$ cat src/rtl/uart_echo_pkg.sv
// Shared types and constants for the UART echo controller: TX FSM encoding,
// error-counter ceiling and the lowercase-to-uppercase conversion helper.
package uart_echo_pkg;

  typedef enum logic [1:0] {
    ST_IDLE      = 2'd0,
    ST_SEND      = 2'd1,
    ST_WAIT_BUSY = 2'd2,
    ST_WAIT_DONE = 2'd3
  } state_t;

  localparam logic [7:0] ERR_COUNT_MAX = 8'hFF;
  localparam logic [7:0] LOWER_A       = 8'h61;
  localparam logic [7:0] LOWER_Z       = 8'h7A;
  localparam logic [7:0] CASE_OFFSET   = 8'h20;

  function automatic logic [7:0] to_upper(input logic [7:0] b);
    if (b >= LOWER_A && b <= LOWER_Z) return b - CASE_OFFSET;
    return b;
  endfunction

endpackage

$ cat src/rtl/uart_echo_fifo.sv
// Synchronous byte FIFO, 2^DEPTH_LOG2 entries, show-ahead read of the head
// entry; full/empty derive from the occupancy count.
module uart_echo_fifo #(
  parameter int DEPTH_LOG2 = 4,
  parameter int WIDTH      = 8
) (
  input  logic                  clk,
  input  logic                  rst,
  input  logic                  i_push,
  input  logic                  i_pop,
  input  logic [WIDTH-1:0]      i_wdata,
  output logic [WIDTH-1:0]      o_rdata,
  output logic                  o_full,
  output logic                  o_empty,
  output logic [DEPTH_LOG2:0]   o_count
);

  localparam int DEPTH = 1 << DEPTH_LOG2;
  localparam logic [DEPTH_LOG2:0] FULL_COUNT = {1'b1, {DEPTH_LOG2{1'b0}}};

  logic [WIDTH-1:0]      r_mem [DEPTH];
  logic [DEPTH_LOG2-1:0] r_wr_ptr;
  logic [DEPTH_LOG2-1:0] r_rd_ptr;
  logic [DEPTH_LOG2:0]   r_count;

  // Storage carries no reset; only pointers and count define validity.
  always_ff @(posedge clk) begin
    if (i_push) r_mem[r_wr_ptr] <= i_wdata;
  end

  always_ff @(posedge clk) begin
    if (rst) begin
      r_wr_ptr <= '0;
      r_rd_ptr <= '0;
      r_count  <= '0;
    end else begin
      if (i_push) r_wr_ptr <= r_wr_ptr + 1'b1;
      if (i_pop)  r_rd_ptr <= r_rd_ptr + 1'b1;
      case ({i_push, i_pop})
        2'b10:   r_count <= r_count + 1'b1;
        2'b01:   r_count <= r_count - 1'b1;
        default: r_count <= r_count;
      endcase
    end
  end

  assign o_rdata = r_mem[r_rd_ptr];
  assign o_full  = (r_count == FULL_COUNT);
  assign o_empty = (r_count == '0);
  assign o_count = r_count;

endmodule

$ cat src/rtl/uart_echo_ctrl.sv
// Buffered UART echo: received bytes go through a FIFO and are handed back to
// the core transmitter one at a time. UART_ECHO_UPPERCASE_EN folds a..z to A..Z.
//
// state        | meaning
// ST_IDLE      | waiting for a buffered byte and an idle transmitter
// ST_SEND      | transmit pulse is high this cycle
// ST_WAIT_BUSY | waiting for the core to report busy
// ST_WAIT_DONE | waiting for the core to finish the byte
module uart_echo_ctrl #(
  parameter int DEPTH_LOG2 = 4
) (
  input  logic                  clk,
  input  logic                  rst,
  input  logic                  received,
  input  logic [7:0]            rx_byte,
  input  logic                  recv_error,
  input  logic                  is_transmitting,
  output logic                  transmit,
  output logic [7:0]            tx_byte,
  output logic [DEPTH_LOG2:0]   fifo_count,
  output logic                  overflow,
  output logic [7:0]            err_count
);
  import uart_echo_pkg::*;

  logic       w_rx_ok;
  logic       w_push;
  logic       w_pop;
  logic       w_full;
  logic       w_empty;
  logic [7:0] w_head;
  logic [7:0] w_tx_next;

  state_t     r_state;
  logic       r_transmit;
  logic [7:0] r_tx_byte;
  logic       r_overflow;
  logic [7:0] r_err_count;

  // A byte flagged with a framing error is discarded outright.
  assign w_rx_ok = received & ~recv_error;
  assign w_pop   = (r_state == ST_IDLE) & ~w_empty & ~is_transmitting;
  assign w_push  = w_rx_ok & (~w_full | w_pop);

`ifdef UART_ECHO_UPPERCASE_EN
  assign w_tx_next = to_upper(w_head);
`else
  assign w_tx_next = w_head;
`endif

  uart_echo_fifo #(
    .DEPTH_LOG2 (DEPTH_LOG2),
    .WIDTH      (8)
  ) u_fifo (
    .clk     (clk),
    .rst     (rst),
    .i_push  (w_push),
    .i_pop   (w_pop),
    .i_wdata (rx_byte),
    .o_rdata (w_head),
    .o_full  (w_full),
    .o_empty (w_empty),
    .o_count (fifo_count)
  );

  always_ff @(posedge clk) begin
    if (rst) begin
      r_state    <= ST_IDLE;
      r_transmit <= 1'b0;
      r_tx_byte  <= 8'h00;
    end else begin
      r_transmit <= 1'b0;
      case (r_state)
        ST_IDLE: begin
          if (w_pop) begin
            r_tx_byte  <= w_tx_next;
            r_transmit <= 1'b1;
            r_state    <= ST_SEND;
          end
        end
        ST_SEND:      r_state <= ST_WAIT_BUSY;
        ST_WAIT_BUSY: if (is_transmitting)  r_state <= ST_WAIT_DONE;
        ST_WAIT_DONE: if (!is_transmitting) r_state <= ST_IDLE;
        default:      r_state <= ST_IDLE;
      endcase
    end
  end

  always_ff @(posedge clk) begin
    if (rst) begin
      r_overflow  <= 1'b0;
      r_err_count <= 8'h00;
    end else begin
      if (w_rx_ok && w_full && !w_pop) r_overflow <= 1'b1;
      if (recv_error && r_err_count != ERR_COUNT_MAX) r_err_count <= r_err_count + 1'b1;
    end
  end

  assign transmit  = r_transmit;
  assign tx_byte   = r_tx_byte;
  assign overflow  = r_overflow;
  assign err_count = r_err_count;

endmodule

$ cat config.mk
export PLATFORM = sky130hd
export DESIGN_NAME = uart_echo_ctrl
export DESIGN_NICKNAME = d
export VERILOG_FILES = /design/src/rtl/uart_echo_pkg.sv /design/src/rtl/uart_echo_fifo.sv /design/src/rtl/uart_echo_ctrl.sv
export SDC_FILE = /design/constraint.sdc
export NUM_CORES = 1
export LEC_CHECK = 0
export CAP_MARGIN = 5
export CELL_PAD_IN_SITES_DETAIL_PLACEMENT = 1
export CELL_PAD_IN_SITES_GLOBAL_PLACEMENT = 2
export CORE_MARGIN = 3
export CORE_UTILIZATION = 46
export DETAILED_ROUTE_END_ITERATION = 6
export PLACE_DENSITY = 0.91
export SYNTH_ARGS = -nofsm -noshare
export SYNTH_HDL_FRONTEND = slang
export SYNTH_SLANG_ARGS = --single-unit
$ cat constraint.sdc
create_clock -name clk -period 4.77 [get_ports clk]
set_input_delay 0.954 -clock clk [delete_from_list [all_inputs] [get_ports clk]]
set_output_delay 0.954 -clock clk [all_outputs]
set_load 0.01 [all_outputs]
; Yosys cells after proc, flatten, opt, wreduce, memory -nomap -nowiden
; Memories as Yosys holds them, arrays and structs flattened. A register that Yosys moved wholly into a read port is not among the register bits.
; Cells that the tools add are included.
[totals]
mem_bits_rw = 128
out_inout_bits = 23
in_bits = 13
word_cells = 51
reg_bits = 25
memories = 1
[mem_list]
columns = memory, words, width, read_ports, rd_clocked_by_memory_dff, write_ports, line
row1 = u_fifo.r_mem, 16, 8, 1, 1, 1, uart_echo_fifo.sv:21  ; logic [WIDTH-1:0] r_mem [DEPTH];
[classes]
add_sub_neg = 5
bitwise = 10
eq_ne = 10
mux = 8
reduce_logical = 10
[op_table]
columns = cell, count
row1 = one-hot mux 5 bit (2 select lines), 1
row2 = "adder 4 x 1 -> 4 bit, second input constant", 2
row3 = "adder 8 x 1 -> 8 bit, second input constant", 1
row4 = "!= test 8 bit, second input constant", 1
row5 = one-hot mux 2 bit (4 select lines), 1
row6 = "equality test 2 bit, second input constant", 3
row7 = two-way mux 2 bit, 3
row8 = "adder 5 x 1 -> 5 bit, second input constant", 1
row9 = "equality test 5 bit, second input constant", 1
row10 = logical NOT 5 bit, 1
row11 = NOT 1 bit, 5
row12 = "subtractor 5 x 1 -> 5 bit, second input constant", 1
row13 = AND 1 bit, 4
row14 = "equality test 2 x 1 -> 1 bit, second input constant", 2
row15 = "!= test 2 bit, second input constant", 2
row16 = logical AND 1 bit, 3
row17 = two-way mux 1 bit, 3
row18 = AND reduction 3 bit, 1
row19 = logical NOT 2 bit, 1
row20 = "!= test 2 x 1 -> 1 bit, second input constant", 1
row21 = AND reduction 2 bit, 1
row22 = nonzero test 2 bit, 1
row23 = OR reduction 2 bit, 1
row24 = logical NOT 1 bit, 1
row25 = bitwise OR 1 bit, 1

; Depth between registers and ports, before layout
[logic_depth]
ltp_word = 8
depth_mapped = 12
depth_no_buf = 12

; By module
; From an unflattened synthesis, not the netlist that was laid out.
[hier_totals]
cells_unflattened = 419
hier_area_um2 = 6775.2
[modules_own_cells]
columns = mod, n_inst, seq_area_each_um2, area_per_inst_um2, cells_per_inst
row1 = uart_echo_fifo, 1, 4184.0, 5814.3, 313
row2 = uart_echo_ctrl, 1, 400.4, 960.9, 106

; Worst setup path after synthesis
; No wires, ideal clock.
[synth_timing]
kind = in2reg
from = input port is_transmitting
to = register u_fifo.r_count[4], in the netlist u_fifo.o_count[4]
required_ps = 4649
setup_time_ps = 121
arrival_ps = 3330
slack_ps = 1320
path_buffers = 0
stages = 10
cell_sequence = nand2b_1 > a31oi_1 > inv_1 > ha_1 > xor2_1 > ha_1 > a211o_2 > a211o_1 > a21oi_1 > mux2_2
[synth_between]
elab_chain_len = 6
word_cells_on_any_way = 8
classes_between = eq/ne: 2 / mux: 1 / bitwise: 4 / reduce/logical: 1
[synth_lines]
columns = item, line
row1 = start: declaration, uart_echo_ctrl.sv:17  ; input logic is_transmitting,
row2 = NOT 1 bit (*), uart_echo_ctrl.sv:42  ; assign w_pop = (r_state == ST_IDLE) & ~w_empty & ~is_transmitting;
row3 = AND 1 bit (*), uart_echo_ctrl.sv:42
row4 = bitwise OR 1 bit, uart_echo_ctrl.sv:43  ; assign w_push = w_rx_ok & (~w_full | w_pop);
row5 = AND 1 bit, uart_echo_ctrl.sv:43
row6 = equality test 2 x 1 -> 1 bit or equality test 2 bit (tied branches), uart_echo_fifo.sv:39  ; case ({i_push, i_pop})
row7 = one-hot mux 5 bit (2 select lines) or nonzero test 2 bit (tied branches), n/a
row8 = end signal: assignment, uart_echo_fifo.sv:40  ; 2'b10: r_count <= r_count + 1'b1;
row9 = end signal: assignment, uart_echo_fifo.sv:41  ; 2'b01: r_count <= r_count - 1'b1;
row10 = end signal: assignment, uart_echo_fifo.sv:42  ; default: r_count <= r_count;
row11 = end: declaration, uart_echo_fifo.sv:24  ; logic [DEPTH_LOG2:0] r_count;
; Mark *: on every way between the ends. The rest lies on a longest branch, timed or not.
; A chain may end at the register's enable or synchronous reset.

; Worst setup path after layout
; Same ends and word-level chain as after synthesis.

==> reports/summary.log <==
qor: run_status.outcome finished clean
qor: floorplan.num_rows 43
qor: global_routing.maximum_number_of_pins_on_one_net_before_global_route_repair 67
qor: clocking.post-cts-setup-buffer-count 0
qor: timing.fin_crit_sh 0.7618
qor: synth.yosysWarningCount 0
qor: worst_setup_path.critical_path.startpoint_type input pin
qor: timing.achievable-frequency 275.2 MHz
qor: worst_setup_path.ff2ff_setup_slack 1.55 ns
qor: synth.synth_sequential_area_ratio 0.6749
qor: floorplan.start_util 0.4753
qor: worst_setup_path.kind_of_end_point_of_the_critical_path flip-flop
qor: synth.post_synth_num_cell_types 50
qor: route.drt_pass1_iterations 6
qor: power_and_ir_drop.power.leakage 0.002400 uW
qor: route.detailedRoute.firstIterationViolations 306
qor: placement.port_buffers 35
qor: timing.hold_viol 0
qor: min_path.timing.hold.worst_path_depth 2
qor: clocking.clock_insertion_delay_worst_skew 0.42 ns
qor: power_and_ir_drop.peak_supply_drop 0.2580 mV
qor: timing.fin_worst_skew 0.008576 ns
qor: synth.synth-edff-count 128
qor: clocking.cts.sink_count 161
qor: worst_setup_path.reg2reg_end u_fifo.o_count[4]
qor: timing.tightest_pin_transition 1.163 ns
qor: floorplan.design.die.area 15,990 um^2
qor: cells_and_area.finalCoreUtilization 0.5488
qor: global_routing.initial_antenna_violation_count 0
qor: floorplan.die_w 126.5 um
qor: route.drt_drc_violations_left 0
qor: worst_setup_path.worstReg2RegStart r_state[0]
qor: clocking.path_clk_slew 0.06 ns
qor: global_routing.grt_first_pass_wirelength 25,120 um
qor: worst_setup_path.critPathKind in -> reg
qor: placement.globalplace.congestion 0.7830
qor: timing.finalMaxSlewViolations 0
qor: min_path.hold_path.startpoint tx_byte[0]
qor: synth.syn-num-nets 488
qor: worst_setup_path.crit_path_start is_transmitting
qor: timing.final-setup-viol-count 0
qor: clocking.tritoncts built
qor: timing.final.setup.tns 0 ns
qor: min_path.min-delay-path-class reg -> reg
qor: synth.synthCells 461
qor: clocking.cts_inserted_buffers 17
qor: placement.dpl_hpwl 10,260 um
qor: cells_and_area.syn2layout_area_growth 15.47%
qor: worst_setup_path.cp_data_arrival_time 3.94 ns
qor: clocking.cts_root_buffer clkbuf_16
qor: synth.synth_ff_type edfxtp_1
qor: clocking.cts_hold_repair.buffers 0
qor: timing.min_period 3.634 ns
qor: global_routing.total_routing_resource_utilization_after_global_routing 0.2094
qor: cells_and_area.final_nets 523
qor: min_path.hold_path_end tx_byte[0]
qor: synth.mappedNetlistArea 6674 um^2
qor: synth.synth_async_sr_flop_share 0
qor: power_and_ir_drop.cellPowerDensity 451.7 nW/um^2
qor: worst_setup_path.r2r.worst_path.cells 13
qor: cells_and_area.antenna-diode-count 0
qor: synth.avg_synthesized_cell_area 14.48 um^2
qor: floorplan.die_height 126.5 um
qor: route.ant_nets 0
qor: route.drt_wl_total 15,900 um
qor: route.num_vias 3,972
qor: timing.grt_setup_unrepaired no
qor: cells_and_area.num-fill-cells 1,360
qor: clocking.post_cts_resize_count 0
qor: cells_and_area.layout.cells.most_common edfxtp_1
qor: clocking.clockBufferDepth 2
qor: synth.ys_ff_latch 161
qor: route.vias_per_cell 5.765
qor: job.cap_viol_max_count 0
qor: global_routing.grt-ovfl-total 0
qor: cells_and_area.layout_common_cells 128 x edfxtp_1, 69 x mux2i_1, 42 x nor2_1
qor: route.avgRoutedWirePerCell 23.08 um
qor: timing.slew-limit-headroom 0.2249
qor: clocking.ctsHtreeMaxLevel 4
qor: worst_setup_path.worst-path-max-fanout 8
qor: floorplan.core 14,040 um^2
qor: cells_and_area.drive_above_1_share 0.08448
qor: power_and_ir_drop.power.total 3481 uW
qor: global_routing.grt_pass1_vias 4,174
qor: floorplan.ios 36
qor: worst_setup_path.critPathRequiredTime 5.07 ns
through the flow:
stage / instance area (um^2) / setup slack (ns) / hold slack [ns] / std cells
floorplan: 6674 / 1.320 / 0.4763 / 461
global placement: 7177 / 0.8546 / 0.4732 / 657
detailed placement: 7177 / 0.7510 / 0.4978 / 657
CTS: 7706 / 1.165 / 0.5059 / 689
global route: 7706 / 0.9547 / 0.5181 / 689
finish: 7706 / 1.136 / 0.5015 / 689
per-layer routing:
metal  wire, um  global-route usage  part of all wire  vias to the layer above
li1           -                   -                 -                     1847
met5          0                   0                 0                        -
met3        773             0.04211             0.049                       25
met2       8270              0.3543              0.52                       91
met4        329             0.07319             0.021                        0
met1       6526              0.2697              0.41                     2009
report_power, final:
part	internal [uW]	switching [uW]	total, uW
registers	1580	80.3	1670
logic	266	326	592
clock network	706	518	1220
total	2560	924	3480
how the worst max path moves through the flow:
stage,to,slack (ns),depth (start not counted)
2_1_floorplan,u_fifo.o_count[4],1.32,10
3_3_place_gp,u_fifo.o_count[4],0.85,12
3_5_place_dp,u_fifo.o_count[4],0.75,12
4_1_cts,u_fifo.o_count[4],1.17,12
5_1_grt,u_fifo.o_count[4],0.95,12
6_report,u_fifo.o_count[4],1.14,12
final cells by class:
type | count | area [um^2] | share of cell area
clock inverters | 13 | 96.34 | 0.01250
multi-input cells | 266 | 2011 | 0.2609
well taps | 180 | 225.2 | 0.02923
inverters | 8 | 30.03 | 0.003897
flip-flops and latches | 161 | 4508 | 0.5850
clock buffers | 19 | 432.9 | 0.05618
repair buffers | 42 | 402.9 | 0.05228
worst max-delay path, cell delays in order:
cell and delay, ns:
clkdlybuf4s50_1 0.46, nand2b_1 0.28, a31oi_1 0.24, buf_4 0.18, inv_1 0.06, ha_1 0.28
xor2_1 0.18, ha_1 0.23, a211o_2 0.31, a211o_1 0.29, a21oi_1 0.13, mux2_2 0.34
registers in the layout, summed over array words and instances, names as in the netlist, 2 cells and up:
register,flops
err_count,8
r_state,2
tx_byte,8
u_fifo.o_count,5
u_fifo.r_mem,128
u_fifo.r_rd_ptr,4
u_fifo.r_wr_ptr,4
cell usage after synthesis (4+ instances only):
cell type,n,area [um^2]
nand3b_1,5,37.54
a211oi_1,10,75.07
nand2_1,8,30.03
a21oi_1,7,35.03
o22ai_1,32,200.2
mux2i_1,69,690.7
inv_1,8,30.03
nand2b_1,5,31.28
nor3_1,5,25.02
dfxtp_1,33,660.6
xor2_1,9,78.83
o211ai_1,4,30.03
clkbuf_1,12,45.04
nor2_1,42,157.7
nand3_1,6,30.03
buf_2,9,45.04
ha_1,14,175.2
nor4_1,8,50.05
edfxtp_1,128,3844
xnor2_1,5,43.79
o21ai_0,4,20.02
cell families after synthesis:
logic type / count (synthesis) / share of synthesized area
XOR/XNOR: 14 / 0.01837
buffers and inverters: 34 / 0.02381
adder cells (fa/ha/maj): 14 / 0.02625
flip-flops: 161 / 0.6749
AND/OR/NAND/NOR: 96 / 0.07537
AO/OA/AOI/OAI: 72 / 0.07612
multiplexers: 70 / 0.1052
No activity file was read; power rests on OpenSTA's default activity.
